===== config.mk =====
export PLATFORM = sky130hd
export DESIGN_NAME = axon_expand
export DESIGN_NICKNAME = d
export VERILOG_FILES = /design/src/rtl/axon_expand.sv
export SDC_FILE = /design/constraint.sdc
export NUM_CORES = 1
export LEC_CHECK = 0
export CORE_MARGIN = 2
export CORE_UTILIZATION = 40
export CTS_CLUSTER_DIAMETER = 120
export DETAILED_ROUTE_END_ITERATION = 8
export PLACE_DENSITY = 0.63
export SLEW_MARGIN = 20
export SYNTH_ARGS = -nofsm -noshare
export SYNTH_HDL_FRONTEND = slang
export SYNTH_SLANG_ARGS = --single-unit

===== constraint.sdc =====
create_clock -name clk_AXON -period 15.3 [get_ports clk_AXON]
set_input_delay 4.59 -clock clk_AXON [delete_from_list [all_inputs] [get_ports clk_AXON]]
set_output_delay 4.59 -clock clk_AXON [all_outputs]
set_load 0.05 [all_outputs]

===== src/rtl/axon_expand.sv =====
// Axon-side request generator: expands one accepted spike over a KSxKS kernel
// into a registered stream of synaptic update requests for sd, one position per cycle.
module axon_expand #(
    parameter int NNW     = 12,
    parameter int WD      = 6,
    parameter int CW      = 6,
    parameter int LAN_num = 2,
    parameter int CNTW    = 16
) (
    input  logic               clk_AXON,
    input  logic               rst,
    input  logic               tik,
    input  logic [CW-1:0]      spk_x,
    input  logic [CW-1:0]      spk_y,
    input  logic [LAN_num-1:0] spk_lans,
    input  logic               spk_vld,
    output logic               spk_rdy,
    input  logic [CW-1:0]      cfg_map_w,
    input  logic [CW-1:0]      cfg_map_h,
    input  logic [3:0]         cfg_ks,
    output logic [NNW-1:0]     axon_sd_vm_addr,
    output logic [WD-1:0]      axon_sd_wgt_addr,
    output logic [LAN_num-1:0] axon_sd_lans,
    output logic               axon_sd_vld,
    output logic               axon_busy,
    output logic [CNTW-1:0]    spk_cnt
);

    localparam int SW = (2*CW+1 > NNW) ? 2*CW+1 : NNW;

    typedef enum logic [1:0] {S_IDLE = 2'd0, S_EXPAND = 2'd1, S_GAP = 2'd2} state_t;

    state_t             state_q, state_d;
    logic [CW-1:0]      x_q, y_q, mw_q, mh_q;
    logic [LAN_num-1:0] lans_q, lans_out_q;
    logic [3:0]         ks_q, kx_q, ky_q;
    logic               vld_q;
    logic [NNW-1:0]     vm_q;
    logic [WD-1:0]      wgt_q;
    logic [CNTW-1:0]    cnt_q;

    logic               accept_s, last_s, emit_s, in_range_s;
    logic [3:0]         ks_eff_s, pkx_s, pky_s;
    logic [CW-1:0]      px_s, py_s, pw_s, ph_s;
    logic [LAN_num-1:0] plans_s;
    logic signed [CW:0] tx_s, ty_s;
    logic [SW-1:0]      sum_s;

    // Kernel side clamp and end-of-kernel detection
    always_comb begin
        if (cfg_ks > 4'd8) begin
            ks_eff_s = 4'd8;
        end else begin
            ks_eff_s = cfg_ks;
        end
        last_s   = (kx_q == ks_q - 4'd1) && (ky_q == ks_q - 4'd1);
        accept_s = spk_vld && spk_rdy;
    end

    // State register
    always_ff @(posedge clk_AXON) begin
        if (rst) begin
            state_q <= S_IDLE;
        end else begin
            state_q <= state_d;
        end
    end

    // Next-state logic
    always_comb begin
        state_d = state_q;
        case (state_q)
            S_IDLE: begin
                if (accept_s) begin
                    state_d = (ks_eff_s == 4'd0) ? S_GAP : S_EXPAND;
                end else begin
                    state_d = S_IDLE;
                end
            end
            S_EXPAND: state_d = last_s ? S_GAP : S_EXPAND;
            S_GAP:    state_d = S_IDLE;
            default:  state_d = S_IDLE;
        endcase
    end

    // FSM outputs
    always_comb begin
        spk_rdy   = (state_q == S_IDLE) && !tik && !rst;
        axon_busy = (state_q == S_EXPAND) || (state_q == S_GAP);
    end

    // Position to present next cycle: (0,0) of the incoming spike at accept,
    // otherwise the successor of the position currently on the outputs
    always_comb begin
        px_s    = x_q;
        py_s    = y_q;
        pw_s    = mw_q;
        ph_s    = mh_q;
        plans_s = lans_q;
        pkx_s   = kx_q;
        pky_s   = ky_q;
        emit_s  = 1'b0;
        if (state_q == S_IDLE) begin
            px_s    = spk_x;
            py_s    = spk_y;
            pw_s    = cfg_map_w;
            ph_s    = cfg_map_h;
            plans_s = spk_lans;
            pkx_s   = 4'd0;
            pky_s   = 4'd0;
            emit_s  = accept_s && (ks_eff_s != 4'd0);
        end else begin
            if (kx_q == ks_q - 4'd1) begin
                pkx_s = 4'd0;
                pky_s = ky_q + 4'd1;
            end else begin
                pkx_s = kx_q + 4'd1;
                pky_s = ky_q;
            end
            emit_s = (state_q == S_EXPAND) && !last_s;
        end
    end

    assign tx_s = $signed({1'b0, px_s}) - $signed({{(CW-3){1'b0}}, pkx_s});
    assign ty_s = $signed({1'b0, py_s}) - $signed({{(CW-3){1'b0}}, pky_s});
    assign in_range_s = !tx_s[CW] && !ty_s[CW] && (tx_s[CW-1:0] < pw_s) && (ty_s[CW-1:0] < ph_s);
    assign sum_s = SW'(ty_s[CW-1:0]) * SW'(pw_s) + SW'(tx_s[CW-1:0]);

    // Spike latch, kernel counters, registered request outputs and spike counter
    always_ff @(posedge clk_AXON) begin
        if (rst) begin
            x_q        <= {CW{1'b0}};
            y_q        <= {CW{1'b0}};
            mw_q       <= {CW{1'b0}};
            mh_q       <= {CW{1'b0}};
            lans_q     <= {LAN_num{1'b0}};
            ks_q       <= 4'd0;
            kx_q       <= 4'd0;
            ky_q       <= 4'd0;
            vld_q      <= 1'b0;
            vm_q       <= {NNW{1'b0}};
            wgt_q      <= {WD{1'b0}};
            lans_out_q <= {LAN_num{1'b0}};
            cnt_q      <= {CNTW{1'b0}};
        end else begin
            if (accept_s) begin
                x_q    <= spk_x;
                y_q    <= spk_y;
                mw_q   <= cfg_map_w;
                mh_q   <= cfg_map_h;
                lans_q <= spk_lans;
                ks_q   <= ks_eff_s;
            end
            if (emit_s) begin
                kx_q  <= pkx_s;
                ky_q  <= pky_s;
                vld_q <= in_range_s;
                // Out-of-range positions consume the cycle but leave the address bus untouched
                if (in_range_s) begin
                    vm_q       <= sum_s[NNW-1:0];
                    wgt_q      <= WD'({pky_s[2:0], pkx_s[2:0]});
                    lans_out_q <= plans_s;
                end
            end else begin
                vld_q <= 1'b0;
            end
            if (tik) begin
                cnt_q <= {CNTW{1'b0}};
            end else if (accept_s && (cnt_q != {CNTW{1'b1}})) begin
                cnt_q <= cnt_q + CNTW'(1);
            end
        end
    end

    assign axon_sd_vld      = vld_q;
    assign axon_sd_vm_addr  = vm_q;
    assign axon_sd_wgt_addr = wgt_q;
    assign axon_sd_lans     = lans_out_q;
    assign spk_cnt          = cnt_q;

endmodule


; After elaboration in Yosys (flattened, before gate mapping)
; Cells that the tools add are included.
[word_totals]
register_bits = 77
input_bits = 34
out_inout_bits = 39
wordCells = 68
[classes]
n_addsub = 7
n_mul = 1
n_lt_le_gt_ge = 3
n_eq_ne = 5
muxes = 15
bitwise = 1
n_reduce_logical = 22
[op_table]
columns = cell, n
row1 = 6-bit two-way mux, 4
row2 = 4-bit two-way mux, 5
row3 = 16-bit by 1-bit adder with 16-bit output (second input constant), 1
row4 = 16-bit inequality test (second input constant), 1
row5 = 6-bit by 4-bit subtractor with 7-bit output, 2
row6 = 12-bit by 6-bit adder with 12-bit output, 1
row7 = 6-bit < comparator, 2
row8 = 6-bit by 6-bit multiplier with 12-bit output, 1
row9 = 1-bit logical AND, 10
row10 = 4-bit by 1-bit adder with 4-bit output (second input constant), 2
row11 = 4-bit equality test, 2
row12 = 2-bit two-way mux, 4
row13 = 1-bit logical NOT, 5
row14 = 4-bit > comparator (second input constant), 1
row15 = 4-bit logical NOT, 1
row16 = 2-bit case mux with 2 select lines, 1
row17 = 4-bit nonzero test, 1
row18 = 2-bit OR reduction, 2
row19 = 4-bit by 1-bit subtractor with 4-bit output (second input constant), 1
row20 = 2-bit by 1-bit equality test with 1-bit output (second input constant), 1
row21 = 2-bit equality test (second input constant), 1
row22 = 2-bit logical NOT, 1
row23 = 2-bit AND reduction, 1
row24 = 1-bit logical OR, 1
row25 = other kinds (2), 2

; Longest topological paths before layout
[logic_depth]
word_depth = 10
mapped_depth = 27

; Worst setup path before layout
; OpenSTA, ideal clock, no wires.
[synth_path]
path_type = in2out
start = input rst
end = output spk_rdy
arrival_ns = 6.044
required_time_ns = 10.710
setup_slack_ns = 4.666
path_stages = 5
cell_sequence = clkbuf_1 or2_2 clkbuf_1 clkbuf_1 nor2_1
[synth_between]
elab_chain_len = 2
[synth_lines]
columns = element, line_no
row1 = from (decl), 11  ; input logic rst,
row2 = 1-bit logical NOT, 88  ; spk_rdy = (state_q == S_IDLE) && !tik && !rst;
row3 = 1-bit logical AND, 88
row4 = to (decl), 17  ; output logic spk_rdy,
; No other way between the ends.

; Final worst setup path
; Same ends and word-level chain as after synthesis.

==> run summary <==
• ks_q[0] — reg2reg start
• 14.3 mm — drt total wl
• 0 ns — final-layout setup total negative slack
• 4816 — number of vias in the routed layout
• 1268 — final-layout fill cell count
• 0.720 — final worst path period share
• axon_sd_vm_addr[11] — capture point of the worst reg-to-reg path
• 0.0716 — layout cell share with drive strength beyond 1
• 0 — number of antenna violations at the first check in global routing
• 27 — R2R depth
• 123 µm — horizontal die dimension
• 8.59 µm² — synthesized area per cell
• 9 — Inserted Clock Buffers
• 123 µm — die height
• 0.483 — worst slew margin relative to its limit
• 4.26 ns — placement-stage worst setup slack
• 2 — CTS Buffer Depth
• 11.02 ns — final critical path time including I/O delays and setup
• input port — nature of the critical path startpoint
• 0 — diode count
• 831 — number of nets in the final layout
• 5.32 — average vias per placed instance
• 0.289 — sequential share of power
• output pin — nature of the critical path endpoint
• 447 µW — internal portion of total power
• 0.426 — Comb power frac
• 658 — post-synthesis cell count
• 72 — quantity of I/O buffers inserted on ports
• 0.00291 µW — Leakage
• 0.00587 ns — skew final
• 274 µW — net switching component of the power
• 3 — deepest level of the CTS H-tree
• 0.755 ns — worst-margin pin slew
• done — TritonCTS clock tree
• 10.6 mm — final HPWL from detailed placement
• in2out — Setup CP Type
• 106 nW/µm² — total power per unit cell area
• 0 — number of warnings issued by yosys
• sky130_fd_sc_hd__clkbuf_16 — clock tree root buffer cell
• 0.06 ns — clock transition at the register clock pins on the worst setup and hold paths after CTS
• complete, no violations — outcome
• 73 — # IOs
• 0.380 — switching part of the total power
• 0 — final count of pins violating max slew
• 0.861 — global placer's final weighted congestion
• 0 — Residual DRC
• 0.273 — share of synthesized area occupied by flip-flops and latches
• 77 — Num Clock Sinks
• 0 — total global routing overflow
• 77 — number of storage elements in the synthesis netlist
• 63 — number of distinct library cell variants in the gate-level netlist after synthesis
• 0 — Post-synth ARST share
• 0.200 — global-route usage over all layers
• 6.43 ns — arrival time of data at the critical path endpoint
• 0.81 ns — slowest stage delay, CP
• 43 — cell row count
• 0 — ANT nets after route
• 5 — number of search-and-repair iterations in the first detailed-routing pass
• spk_rdy — Worst Setup EP
• 5660 µm² — Mapped Area
• 0.35 ns — Clk Latency, worst-skew pair
• 62 — maximum net fanout on the critical path
• 768 — number of nets in the synthesized netlist
• 0 — number of enable-type register cells in the synthesized netlist
• 0.0000702 V — worst voltage drop across the vdd grid
• 13800 µm² — Core ar.
• sky130_fd_sc_hd__dfxtp_1 — predominant post-synthesis flop cell
• 23.7 mm — global-route wire length before repair
• reg2reg — type of the worst min-delay path
• 0 — final hold vios
• 4767 — vias in the first global route
• 7.44 ns — Worst R2R Setup Slack
• 4.28 ns — post-route setup slack
• 0.0908 GHz — maximum clock rate
• sky130_fd_sc_hd__clkdlybuf4s50_1 — cell with the largest stage delay on the worst path
• buf_2 -> buf_4 -> or2_2 -> nor2_1 -> clkdlybuf4s50_1 — cell-by-cell listing of the critical path
• 0 — count of maximum capacitance violations
• 0.284 — portion of total power attributed to the clock network
• 0 — CTS-repair resized insts
• 15100 µm² — total die area
• 288 — iteration-0 DRC count of the detailed router
• 0.409 — initial standard-cell utilization of the core
• 0 — Post-CTS Setup Repair Bufs
• 0 — number of setup violations in the final report
• 0 — cts hold-fix bufs
• 63 — pin count of the biggest net entering global routing
• 20.3% — relative area change from synthesis to final layout
• 15.7 µm — routed length per placed instance
• rst — start point of the critical path
• 10.71 ns — Req. time, crit path
• no — unrepaired setup endpoints after global routing
-- metrics by stage --
step / hold slack [ns] / utilization / cells / area [µm²] / power, µW
final: 0.455 / 0.492 / 906 / 6800 / 722
after global routing: 0.474 / 0.492 / 906 / 6800 / 778
after global placement: 0.440 / 0.472 / 890 / 6520 / 513
after CTS: 0.457 / 0.492 / 906 / 6800 / 727
after floorplan: 0.434 / - / 658 / 5660 / 445
after detailed placement: 0.449 / 0.472 / 890 / 6520 / 516
-- cell families after synthesis --
logic type,synth area share
compound gates,0.162
buf+inv,0.0573
fa+ha+maj,0.197
mux,0.0584
simple gates,0.181
xor+xnor,0.0712
flops,0.273
-- metal layers --
layer | routed length (µm) | GRT usage
met5 | 0 | 0
met4 | 182 | 0.0510
met2 | 6260 | 0.306
met1 | 6980 | 0.283
met3 | 846 | 0.0466
-- worst min-delay path by stage --
stage | startpoint | end | slack (ns) | cells after the start
floorplan | mh_q[0] | mh_q[0] | 0.43 | 2
global placement | y_q[1] | y_q[1] | 0.44 | 2
detailed placement | y_q[0] | y_q[0] | 0.45 | 2
CTS | y_q[0] | y_q[0] | 0.46 | 2
global route | y_q[1] | y_q[1] | 0.47 | 2
finish | x_q[2] | x_q[2] | 0.45 | 2
-- cell usage after synthesis, types with 7 or more instances --
cell                        n  area [µm²]
sky130_fd_sc_hd__a21o_1    14         105
sky130_fd_sc_hd__a21oi_1   64         320
sky130_fd_sc_hd__and3_1     7        43.8
sky130_fd_sc_hd__clkbuf_1  17        63.8
sky130_fd_sc_hd__dfxtp_1   77        1540
sky130_fd_sc_hd__fa_1      22         440
sky130_fd_sc_hd__ha_1      54         676
sky130_fd_sc_hd__inv_1     56         210
sky130_fd_sc_hd__mux2_2     8        90.1
sky130_fd_sc_hd__mux2i_1   24         240
sky130_fd_sc_hd__nand2_1   71         267
sky130_fd_sc_hd__nand3_1   25         125
sky130_fd_sc_hd__nand4_1    9        56.3
sky130_fd_sc_hd__nor2_1    51         191
sky130_fd_sc_hd__nor3_1     8        40.0
sky130_fd_sc_hd__o21ai_0   23         115
sky130_fd_sc_hd__or2_2      8        50.1
sky130_fd_sc_hd__or3_1      7        43.8
sky130_fd_sc_hd__xnor2_1   15         131
sky130_fd_sc_hd__xor2_1    18         158
-- final cells by class --
type                    instances  area [µm²]  area share
multi-input cells             500        3790       0.557
flip-flops and latches         77        1540       0.227
repair buffers                 77         753       0.111
clock buffers                   9         225      0.0331
well taps                     180         225      0.0331
inverters                      56         210      0.0309
clock inverters                 7        56.3     0.00828
-- power groups by stage --
| stage | clock (µW) | combinational [µW] | sequential (µW) |
|---|---|---|---|
| finish | 205 | 308 | 209 |
| global route | 218 | 350 | 209 |
| CTS | 211 | 307 | 209 |
| detailed placement | 0 | 303 | 213 |
| global placement | 0 | 300 | 213 |
| floorplan | 0 | 225 | 221 |
-- worst max-delay path, delay by kind of cell --
| kind | cells | cell delay, ns |
|---|---|---|
| buffers and inverters | 3 | 1.19 |
| and+or+nand+nor | 2 | 0.63 |
-- state kept, by name, summed over array words and instances, names as in the netlist, 4 cells and up --
signal,count
ky_q,4
ks_q,4
mw_q,6
axon_sd_vm_addr,12
kx_q,4
x_q,6
spk_cnt,16
axon_sd_wgt_addr,6
y_q,6
mh_q,6
-- cells in the final DEF, fill, tap and decap left out, drive strengths merged, types with 6 or more instances in the layout --
cell           instances
xnor2                 15
a21o                  15
a21oi                 65
inv                   60
buf                    6
nand2                 72
nor3                  10
nand3                 25
nor2                  52
clkbuf                 9
mux2i                 24
or3                    7
mux2                   8
clkdlybuf4s50         71
xor2                  18
ha                    54
fa                    22
o211ai                 7
dfxtp                 77
nand4                  9
a211oi                 6
o21ai                 25
or2                    9
o31ai                  6
and3                   7
Note: power is estimated with default switching activity, not from simulation.
